## src/rtl/wb_write_arbiter.sv

```systemverilog
// Register-file write-port arbiter: write-back has zero-latency priority, auxiliary
// results queue in a small FIFO and drain into idle port cycles, with scoreboard and stall.
module wb_write_arbiter #(
  parameter int unsigned DEPTH    = 2,
  parameter int unsigned MAX_WAIT = 4
) (
  input  logic        clk,
  input  logic        reset,
  input  logic        wb_en_in,
  input  logic [4:0]  wb_addr_in,
  input  logic [31:0] wb_data_in,
  input  logic        aux_valid,
  output logic        aux_ready,
  input  logic [4:0]  aux_addr,
  input  logic [31:0] aux_data,
  output logic        rf_we,
  output logic [4:0]  rf_waddr,
  output logic [31:0] rf_wdata,
  output logic        stall_req,
  input  logic [4:0]  rs_addr,
  input  logic [4:0]  rt_addr,
  output logic        rs_pending,
  output logic        rt_pending
);

  localparam int unsigned AW = $clog2(DEPTH);
  localparam int unsigned CW = AW + 1;
  localparam int unsigned WW = 4;

  typedef struct packed {
    logic        live;
    logic [4:0]  addr;
    logic [31:0] data;
  } entry_t;

  entry_t          fifo_q [DEPTH];
  logic [AW-1:0]   head_q;
  logic [AW-1:0]   tail_q;
  logic [CW-1:0]   count_q;
  logic [WW-1:0]   wait_q;
  logic [WW-1:0]   wait_d;
  logic            wb_hit;
  logic            pop;
  logic            push;
  logic            push_wr;

  assign aux_ready = (count_q < CW'(DEPTH));
  assign wb_hit    = wb_en_in && (wb_addr_in != 5'd0);
  assign pop       = !wb_hit && (count_q != '0);
  assign push      = aux_valid && aux_ready;
  // Results for r0 are acknowledged but never occupy a slot.
  assign push_wr   = push && (aux_addr != 5'd0);

  // Port mux: write-back first, then FIFO head (possibly a superseded bubble).
  always_comb begin
    rf_we    = 1'b0;
    rf_waddr = 5'd0;
    rf_wdata = 32'd0;
    if (!reset) begin
      if (wb_hit) begin
        rf_we    = 1'b1;
        rf_waddr = wb_addr_in;
        rf_wdata = wb_data_in;
      end else if (pop) begin
        rf_we    = fifo_q[head_q].live;
        rf_waddr = fifo_q[head_q].addr;
        rf_wdata = fifo_q[head_q].data;
      end
    end
  end

  // Scoreboard over live entries only.
  always_comb begin
    rs_pending = 1'b0;
    rt_pending = 1'b0;
    for (int unsigned i = 0; i < DEPTH; i++) begin
      if (fifo_q[AW'(i)].live && (fifo_q[AW'(i)].addr == rs_addr)) rs_pending = 1'b1;
      if (fifo_q[AW'(i)].live && (fifo_q[AW'(i)].addr == rt_addr)) rt_pending = 1'b1;
    end
    if (rs_addr == 5'd0) rs_pending = 1'b0;
    if (rt_addr == 5'd0) rt_pending = 1'b0;
  end

  // Saturating starvation counter.
  always_comb begin
    wait_d = wait_q;
    if (pop || (count_q == '0)) begin
      wait_d = '0;
    end else if (wait_q != '1) begin
      wait_d = wait_q + WW'(1);
    end
  end

  always_ff @(posedge clk or posedge reset) begin
    if (reset) begin
      for (int unsigned i = 0; i < DEPTH; i++) begin
        fifo_q[AW'(i)] <= '0;
      end
      head_q    <= '0;
      tail_q    <= '0;
      count_q   <= '0;
      wait_q    <= '0;
      stall_req <= 1'b0;
    end else begin
      // A write-back is younger than everything queued; kill matching entries.
      for (int unsigned i = 0; i < DEPTH; i++) begin
        if (wb_hit && fifo_q[AW'(i)].live && (fifo_q[AW'(i)].addr == wb_addr_in)) begin
          fifo_q[AW'(i)].live <= 1'b0;
        end
      end
      if (pop) begin
        fifo_q[head_q].live <= 1'b0;
        head_q              <= head_q + AW'(1);
      end
      if (push_wr) begin
        fifo_q[tail_q] <= '{live: 1'b1, addr: aux_addr, data: aux_data};
        tail_q         <= tail_q + AW'(1);
      end
      count_q <= count_q + CW'(push_wr) - CW'(pop);
      wait_q  <= wait_d;
      if (pop) begin
        stall_req <= 1'b0;
      end else if (wait_d == WW'(MAX_WAIT)) begin
        stall_req <= 1'b1;
      end
    end
  end

endmodule

```

## config.mk

```make
export PLATFORM = sky130hd
export DESIGN_NAME = wb_write_arbiter
export DESIGN_NICKNAME = d
export VERILOG_FILES = /design/src/rtl/wb_write_arbiter.sv
export SDC_FILE = /design/constraint.sdc
export NUM_CORES = 1
export LEC_CHECK = 0
export CAP_MARGIN = 30
export CORE_ASPECT_RATIO = 1.2
export CORE_MARGIN = 2
export CORE_UTILIZATION = 53
export CTS_CLUSTER_DIAMETER = 80
export DETAILED_ROUTE_END_ITERATION = 12
export PLACE_DENSITY = 0.87
export SYNTH_ARGS = -nofsm -noshare
export SYNTH_HDL_FRONTEND = slang
export SYNTH_SLANG_ARGS = --single-unit
```

## constraint.sdc

```tcl
create_clock -name clk -period 6.2 [get_ports clk]
set_clock_uncertainty 0.2 [all_clocks]
set_input_delay 0.62 -clock clk [delete_from_list [all_inputs] [get_ports clk]]
set_output_delay 0.62 -clock clk [all_outputs]
set_load 0.02 [all_outputs]
```

==> results.json <==
{
  "vdd_ir_drop_max_uv": 277,
  "grt_max_degree": 58,
  "ys.flop_type": "dfrtp_1",
  "power_density_mw_per_mm2": 421,
  "hold_path_depth": 1,
  "cts_tree": "yes",
  "synthXorXnorAreaFrac_pct": 6.29,
  "drt-total-wl_um": 11300,
  "period_minus_slack_ns": 4.39,
  "p_leak_nw": 2.59,
  "avgRoutedWirePerCell_um": 16.8,
  "synth-simple-area-share_pct": 11.9,
  "path_clk_slew_ns": 0.08,
  "synth_compound_area_share_pct": 6.42,
  "cp.arrival_ns": 3.57,
  "dpl_worst_slack_ns": 1.81,
  "synth_top_family_by_area": "multiplexers",
  "wl_met1_um": 4660,
  "yosysTopAreaCell": "dfrtp_1",
  "tightest_slew_ns": 0.869,
  "dp_cells": 657,
  "post-route-period-util_pct": 70.9,
  "die_h_um": 108,
  "fin_setup_tns_ns": 0,
  "ctsHoldBuffers": 0,
  "drc": 0,
  "ctsHtreeMaxLevel": 3,
  "setup_viol": 0,
  "synthesis.nets": 523,
  "synth_top_area_share_pct": 44.9,
  "syn_to_final_growth_pct": 33.1,
  "synthAdderAreaFrac_pct": 0.793,
  "syn_avg_cell_area_um2": 11.0,
  "cp-end-kind": "primary output",
  "drive_gt1_share_pct": 18.5,
  "required_ns": 5.38,
  "highest_layer": "met4",
  "reg2regPathDepth": 5,
  "final_cells": 673,
  "hold_viol_final": 0,
  "crit_fanout": 53,
  "wl_met3_um": 701,
  "cap_violations": 0,
  "grt_pass1_wl_um": 18500,
  "grt_pass1_vias": 3789,
  "final_area_mm2": 0.00630,
  "synth-edff-count": 0,
  "ys_seq_area_share_pct": 44.9,
  "cts.path.max_buffers": 2,
  "wl_met2_um": 5840,
  "post-cts-setup-buffers": 0,
  "gp_congestion": 1.07,
  "via_count": 3742,
  "cts.repair.resized": 0,
  "numClockSinks": 85,
  "nets": 642,
  "io_buffers": 129,
  "maxSlewHeadroom_pct": 41.6,
  "crit_type": "input port to primary output",
  "core_area_mm2": 0.00861,
  "total_power_mw": 2.65,
  "r2r-start": "count_q[1]",
  "root_buffer": "clkbuf_8",
  "rsz0062_at_grt": "no",
  "async_reset_ff_share_pct": 100,
  "drt_iter0_markers": 237,
  "hp-class": "register to register",
  "start_kind": "input port",
  "gr-total-overflow": 0,
  "worstSkewPairLatency_ns": 0.36,
  "syn_inst": 432,
  "ys_ff_latch": 85,
  "outcome": "finished clean",
  "initial_core_util_pct": 55.0,
  "antenna_left": 0,
  "clock.fmax_ghz": 0.228,
  "place_area_mm2": 0.00609,
  "post_drt_via_cell_ratio": 5.56,
  "ys_types": 34,
  "drv_slew": 0,
  "die_w_um": 90.3,
  "rows": 37,
  "dp_hpwl_um": 8090,
  "first_pass_iters": 4,
  "min-delay-start": "fifo_q[39]",
  "antennaDiodeCount": 0,
  "synth.area.top_cells": "dfrtp_1, mux2_2, mux2i_1, or3_1, a21oi_1",
  "r2r_slack_ns": 4.00,
  "yosysWarnings": 0,
  "dieArea_mm2": 0.00971,
  "syn-cell-area_mm2": 0.00474,
  "muxShareOfSynthArea_pct": 25.9,
  "design.portCount": 130,
  "grtUsageTotal_pct": 23.9,
  "antenna_found_initial": 0,
  "holdPathEnd": "fifo_q[39]",
  "setup_slack_ns": 1.81,
  "r2r-end": "fifo_q[46]",
  "numCtsBuffers": 9
}
==> Yosys cell counts (6+ instances only) <==
library cell,count
or3_1,39
nor2_1,7
nand2_1,39
xor2_1,21
a21oi_1,40
nand3_1,6
mux2_2,73
buf_6,6
xnor2_1,13
mux2i_1,38
clkbuf_1,16
dfrtp_1,85
==> cells by family after synthesis <==
kind of cell    after synthesis
compound gates               55
flops                        85
mux                         113
xor+xnor                     34
simple gates                109
buf+inv                      33
fa+ha+maj                     3
==> through the flow <==
stage | utilization, % | hold slack (ns)
2_1_floorplan | - | 0.257
3_3_place_gp | 70.5 | 0.266
3_5_place_dp | 70.7 | 0.276
4_1_cts | 73.2 | 0.295
5_1_grt | 73.2 | 0.316
6_report | 73.2 | 0.289
==> routing by layer <==
layer,up-vias,global-route usage [%]
met5,-,0
met4,0,7.58
met3,14,6.44
met2,140,41.5
met1,1818,29.2
li1,1770,-
==> sequential cells by signal, summed over array words and instances, names as in the netlist <==
name and flops:
head_q 1, fifo_q 76, count_q 2, stall_req 1, wait_q 4, tail_q 1
==> where the power goes <==
part	leakage, nW	switching, mW	internal, mW	total [mW]
Combinational	1.47	0.499	0.672	1.17
Clock	0.106	0.187	0.219	0.406
Sequential	1.01	0.244	0.830	1.07
==> layout make-up <==
cell class | instances | area [µm²]
Multi-Input combinational cell | 314 | 2440
Fill cell | 622 | 2310
Sequential cell | 85 | 2130
Timing Repair Buffer | 137 | 1360
Clock buffer | 13 | 169
Tap cell | 117 | 146
Clock inverter | 3 | 42.5
Inverter | 4 | 16.3
==> layout by cell type (no fill, tap or decap), types with 2 or more instances in the layout <==
cell / synthesis / layout
clkdlybuf4s50_1: 0 / 129
dfrtp_1: 85 / 84
mux2_2: 73 / 73
a21oi_1: 40 / 40
or3_1: 39 / 39
nand2_1: 39 / 39
mux2i_1: 38 / 38
xor2_1: 21 / 21
xnor2_1: 13 / 13
clkbuf_8: 0 / 12
buf_4: 3 / 7
nand3_1: 6 / 6
nor4_1: 5 / 5
o21ai_0: 5 / 5
nor2_1: 7 / 5
nor3_1: 4 / 4
or4_1: 3 / 3
inv_1: 4 / 3
ha_1: 3 / 3
nor2b_1: 2 / 2
o31ai_1: 2 / 2
nor3b_1: 2 / 2
a31oi_1: 2 / 2
clkinv_2: 0 / 2
mux2_1: 2 / 2
==> how the worst max path moves through the flow <==
| stage | startpoint | to | slack [ns] | cells after the start |
|---|---|---|---|---|
| 2_1_floorplan | reset | count_q[0] | 2.78 | 3 |
| 3_3_place_gp | wb_addr_in[0] | rf_wdata[15] | 1.87 | 7 |
| 3_5_place_dp | wb_addr_in[0] | rf_waddr[1] | 1.81 | 7 |
| 4_1_cts | wb_addr_in[0] | rf_waddr[1] | 1.80 | 7 |
| 5_1_grt | wb_addr_in[0] | rf_wdata[18] | 1.70 | 7 |
| 6_report | wb_addr_in[0] | rf_waddr[1] | 1.81 | 7 |
==> worst max-delay path, stage by stage <==
cell and delay [ns]:
clkdlybuf4s50_1 0.50, or3_1 0.42, o31a_2 0.44, buf_4 0.32, or3_1 0.41, a21oi_1 0.20
clkdlybuf4s50_1 0.65
Note: power is estimated with default switching activity, not from simulation.
